$ cat src/rtl/seq_mult32.sv
// -----------------------------------------------------------------------------
// seq_mult32 - multi-cycle 32x32 unsigned shift-and-add multiplier.
//
// One multiply takes 32 iterations of a 32-bit ripple-carry add. Each
// iteration adds the multiplicand (gated by the current multiplier LSB) to
// the running partial sum. The 33-bit result is then shifted right into the
// combined partial-sum / multiplier register.
//
// Ports:
//   clk_i      - single clock, rising edge
//   rst_i      - asynchronous active-high reset
//   start_i    - request a multiply (accepted in IDLE or DONE only)
//   a_i[31:0]  - multiplicand, captured on accept
//   b_i[31:0]  - multiplier, captured on accept
//   busy_o     - high while iterating (RUN)
//   done_o     - one-cycle pulse, product_o valid in this cycle
//   product_o  - last completed 64-bit product, held until next completion
// -----------------------------------------------------------------------------
module seq_mult32 (
    input  logic        clk_i,
    input  logic        rst_i,
    input  logic        start_i,
    input  logic [31:0] a_i,
    input  logic [31:0] b_i,
    output logic        busy_o,
    output logic        done_o,
    output logic [63:0] product_o
);

    typedef enum logic [1:0] {
        S_IDLE = 2'd0,
        S_RUN  = 2'd1,
        S_DONE = 2'd2
    } state_t;

    state_t      state_q, state_d;
    logic [31:0] m_q, m_d;
    logic [63:0] p_q, p_d;
    logic [4:0]  cnt_q, cnt_d;
    logic [63:0] product_q, product_d;

    // Adder operands: partial sum plus multiplicand gated by the multiplier LSB.
    logic [31:0] add_a_s;
    logic [31:0] add_b_s;
    logic [31:0] add_sum_s;
    logic [32:0] add_carry_s;
    logic        add_cout_s;

    assign add_a_s = p_q[63:32];
    assign add_b_s = p_q[0] ? m_q : 32'h0000_0000;

    // Ripple-carry chain with the carry-in tied low.
    assign add_carry_s[0] = 1'b0;
    genvar gi;
    generate
        for (gi = 0; gi < 32; gi++) begin : g_ripple
            assign add_sum_s[gi]     = add_a_s[gi] ^ add_b_s[gi] ^ add_carry_s[gi];
            assign add_carry_s[gi+1] = (add_a_s[gi] & add_b_s[gi])
                                     | (add_carry_s[gi] & (add_a_s[gi] ^ add_b_s[gi]));
        end
    endgenerate
    assign add_cout_s = add_carry_s[32];

    // Next-state and datapath update logic.
    always_comb begin
        state_d   = state_q;
        m_d       = m_q;
        p_d       = p_q;
        cnt_d     = cnt_q;
        product_d = product_q;
        case (state_q)
            S_IDLE: begin
                if (start_i) begin
                    m_d     = a_i;
                    p_d     = {32'h0000_0000, b_i};
                    cnt_d   = 5'd0;
                    state_d = S_RUN;
                end else begin
                    state_d = S_IDLE;
                end
            end
            S_RUN: begin
                // The carry-out is kept as bit 63, so the shift never loses a bit.
                p_d   = {add_cout_s, add_sum_s, p_q[31:1]};
                cnt_d = cnt_q + 5'd1;
                if (cnt_q == 5'd31) begin
                    state_d   = S_DONE;
                    product_d = p_d;
                end else begin
                    state_d = S_RUN;
                end
            end
            S_DONE: begin
                if (start_i) begin
                    m_d     = a_i;
                    p_d     = {32'h0000_0000, b_i};
                    cnt_d   = 5'd0;
                    state_d = S_RUN;
                end else begin
                    state_d = S_IDLE;
                end
            end
            default: begin
                state_d = S_IDLE;
            end
        endcase
    end

    // State and datapath registers with asynchronous reset.
    always_ff @(posedge clk_i or posedge rst_i) begin
        if (rst_i) begin
            state_q   <= S_IDLE;
            m_q       <= 32'h0000_0000;
            p_q       <= 64'h0000_0000_0000_0000;
            cnt_q     <= 5'd0;
            product_q <= 64'h0000_0000_0000_0000;
        end else begin
            state_q   <= state_d;
            m_q       <= m_d;
            p_q       <= p_d;
            cnt_q     <= cnt_d;
            product_q <= product_d;
        end
    end

    // Status flags are decoded directly from state.
    assign busy_o    = (state_q == S_RUN);
    assign done_o    = (state_q == S_DONE);
    assign product_o = product_q;

endmodule

$ cat config.mk
export PLATFORM = sky130hd
export DESIGN_NAME = seq_mult32
export DESIGN_NICKNAME = d
export VERILOG_FILES = /design/src/rtl/seq_mult32.sv
export SDC_FILE = /design/constraint.sdc
export NUM_CORES = 1
export LEC_CHECK = 0
export CAP_MARGIN = 20
export CELL_PAD_IN_SITES_DETAIL_PLACEMENT = 2
export CELL_PAD_IN_SITES_GLOBAL_PLACEMENT = 2
export CORE_UTILIZATION = 33
export CTS_BUF_LIST = sky130_fd_sc_hd__clkbuf_2
export CTS_CLUSTER_SIZE = 25
export DETAILED_ROUTE_END_ITERATION = 16
export GPL_TIMING_DRIVEN = 0
export PLACE_DENSITY = 0.76
export SLEW_MARGIN = 20
export SYNTH_ARGS = -nofsm -noshare
export SYNTH_HDL_FRONTEND = slang
export SYNTH_SLANG_ARGS = --single-unit
$ cat constraint.sdc
create_clock -name clk_i -period 12.5 [get_ports clk_i]
set_clock_uncertainty 0.2 [all_clocks]
set_input_delay 2.5 -clock clk_i [delete_from_list [all_inputs] [get_ports clk_i]]
set_output_delay 2.5 -clock clk_i [all_outputs]
set_load 0.01 [all_outputs]
==> flow_summary.yaml <==
pwr:
  pwr_density_cell_mw_per_mm2: 257
  power_leakage_nw: 4.48
  ir_worst_vdd_mv: 0.0952
sta:
  setup_viol_count_final: 0
  finalCritPeriodShare: 0.973
  slew_viol_final: 0
  hold_viol_final: 0
  worst_pin_slew_ns: 0.756
  fmax_mhz: 82.2
  max_slew_margin: 0.496
  min_period_ns: 12.17
  rsz0062_at_grt: "yes"
routing:
  drtIter0Drc: 283
  drt-wirelength-per-cell_um: 19.8
  drc: 0
  viasPerCell: 4.95
  routed_wl_um: 21600
  firstDrtPassIters: 4
  drtAntennaViolNets: 0
  vias: 5396
cts:
  htree_levels: 4
  path_clk_slew_ns: 0.23
  clock-sinks: 167
  cts_buffers: 17
  root_buffer: "clkbuf_2"
  clock_path_buffers: 2
  clock_latency_ns: 0.74
  cts_tree: "done"
setup_path:
  worstSetupPathType: "register to register"
  critPathCaptureType: "register"
  worst-path-max-fanout: 10
  cp_data_arrival_time_ns: 12.58
  crit_path_max_incr_delay_ns: 0.50
  crit_top_cell: "fa_2"
  required_ns: 12.91
  startpoint_type: "register"
  cpMaxStageDelayCell: "fa_1"
floorplan:
  initial_core_util: 0.341
  row_count: 54
  die_h_um: 153
  die_w_um: 153
  coreArea_mm2: 0.0222
  die-area_mm2: 0.0235
  pin_count: 133
placed_design:
  port-buffer-count: 132
  gp_congestion: 0.763
  placed_cells: 1055
  dp_hpwl_um: 15800
cells_and_area:
  area_growth_pct: 27.2
  final_common_cell: "dfrtp_1"
  final_cell_mix: "dfrtp_1 (166), nand2_1 (150), clkdlybuf4s50_1 (132)"
  fin_nets: 897
  fill_cells: 2285
  finalNonFillerCells: 1090
  drive_above_1_share: 0.166
  final_core_util: 0.434
  seqCellArea_mm2: 0.00418
  multi_input_area_mm2: 0.00306
synthesis:
  yosysUniqueCellTypes: 28
  syn_inst: 642
  syn_area_mm2: 0.00755
  yosys_warnings: 0
  ys_seq_elements: 167
  synth_nets: 743
  synth_seq_area_share: 0.553
  avgSynthCellArea_um2: 11.8
outcome:
  status: "finished clean"
global_routing:
  groute.usage.overall: 0.197
  grt_pass1_vias: 6407
  antenna_found_initial: 1
  grt_pass1_wl_um: 35600
  grt_max_degree: 87
  grt-ovfl-total: 0
flow_run:
  drv_cap: 0
hold_path:
  min_path_type: "register to register"
[repair_timing]
item	CTS	global route
buffers inserted	2	0
gates resized for setup	22	2
hold buffers	0	0
endpoints found under the setup margin	11	6
pin swaps	16	16
[registers in the layout, indices dropped and copies added, names as in the netlist]
name       flops
product_o     64
state_q        2
p_q           64
m_q           32
cnt_q          5
[worst max-delay path: cells and delay by family, from the launching register on]
| family | cells | cell delay (ns) |
|---|---|---|
| compound gates | 1 | 0.08 |
| simple gates | 1 | 0.11 |
| buf+inv | 5 | 0.44 |
| flops | 1 | 0.46 |
| fa+ha+maj | 31 | 10.75 |
[final timing paths]
kind / from / end / slack [ns] / depth (start not counted)
setup / recovery: p_q[0]$_DFFE_PP0P_ / product_o[62]$_DFFE_PP0P_ / 0.33 / 38
setup reg to reg: p_q[0]$_DFFE_PP0P_ / product_o[62]$_DFFE_PP0P_ / 0.33 / 38
min in group asynchronous: rst_i / p_q[59]$_DFFE_PP0P_ / 2.04 / 2
hold / removal: cnt_q[3]$_DFFE_PP0P_ / cnt_q[3]$_DFFE_PP0P_ / 0.31 / 1
hold reg to reg: cnt_q[3]$_DFFE_PP0P_ / cnt_q[3]$_DFFE_PP0P_ / 0.31 / 1
max in group asynchronous: rst_i / p_q[39]$_DFFE_PP0P_ / 9.20 / 3
[power breakdown]
group / total [W] / switching [W] / leakage [nW] / internal [W]
logic: 0.00118 / 0.000597 / 2.30 / 0.000586
registers: 0.000977 / 0.000177 / 2.03 / 0.000801
clock network: 0.000306 / 0.000195 / 0.148 / 0.000111
total: 0.00247 / 0.000969 / 4.48 / 0.00150
[through the flow]
step	hold WS [ns]	TNS, ns	area (µm²)	setup WS [ns]	total power (W)
3_5_place_dp	0.265	-6.19	9290	-0.970	0.00217
3_3_place_gp	0.251	-4.43	9250	-0.786	0.00206
2_1_floorplan	0.237	0	7580	0.0501	0.00165
4_1_cts	0.307	-0.00849	9600	-0.00849	0.00251
6_report	0.307	0	9610	0.331	0.00247
5_1_grt	0.322	-0.0338	9610	-0.0338	0.00267
[synthesized netlist by cell type, drive strengths merged]
library cell	number	area (µm²)
clkbuf	8	30.0
ha	3	37.5
nor3b	1	7.51
nor2	1	11.3
and2	6	37.5
nand3	33	165
a21o	1	7.51
nand2b	2	15.0
buf	34	226
nor2b	2	12.5
nand2	150	563
nand4	1	6.26
nand3b	1	7.51
dfrtp	167	4180
and3	1	6.26
mux2	37	548
mux2i	34	340
o2bb2ai	27	236
inv	34	130
o21ai	61	305
a22o	7	61.3
fa	31	621
[cell type report]
type                       count  area share
sequential                   167       0.435
multi-input combinational    399       0.318
timing repair buffer         135       0.142
tap                          280      0.0365
buffer                        42      0.0279
clock inverter                14      0.0164
inverter                      34      0.0143
clock buffer                  18     0.00937
antenna                        1    0.000260
[logic make-up after synthesis]
kind of cell,share of synthesized area
compound gates,0.0808
flops,0.553
simple gates,0.110
buf+inv,0.0512
mux,0.118
fa+ha+maj,0.0871
[layer usage]
| metal | vias to the layer above | wire (µm) | track usage |
|---|---|---|---|
| li1 | 2441 | - | - |
| met1 | 2821 | 9710 | 0.253 |
| met2 | 116 | 11000 | 0.342 |
| met3 | 18 | 703 | 0.0397 |
| met4 | 0 | 184 | 0.0462 |
| met5 | - | 0 | 0 |
Note: power is estimated with default switching activity, not from simulation.
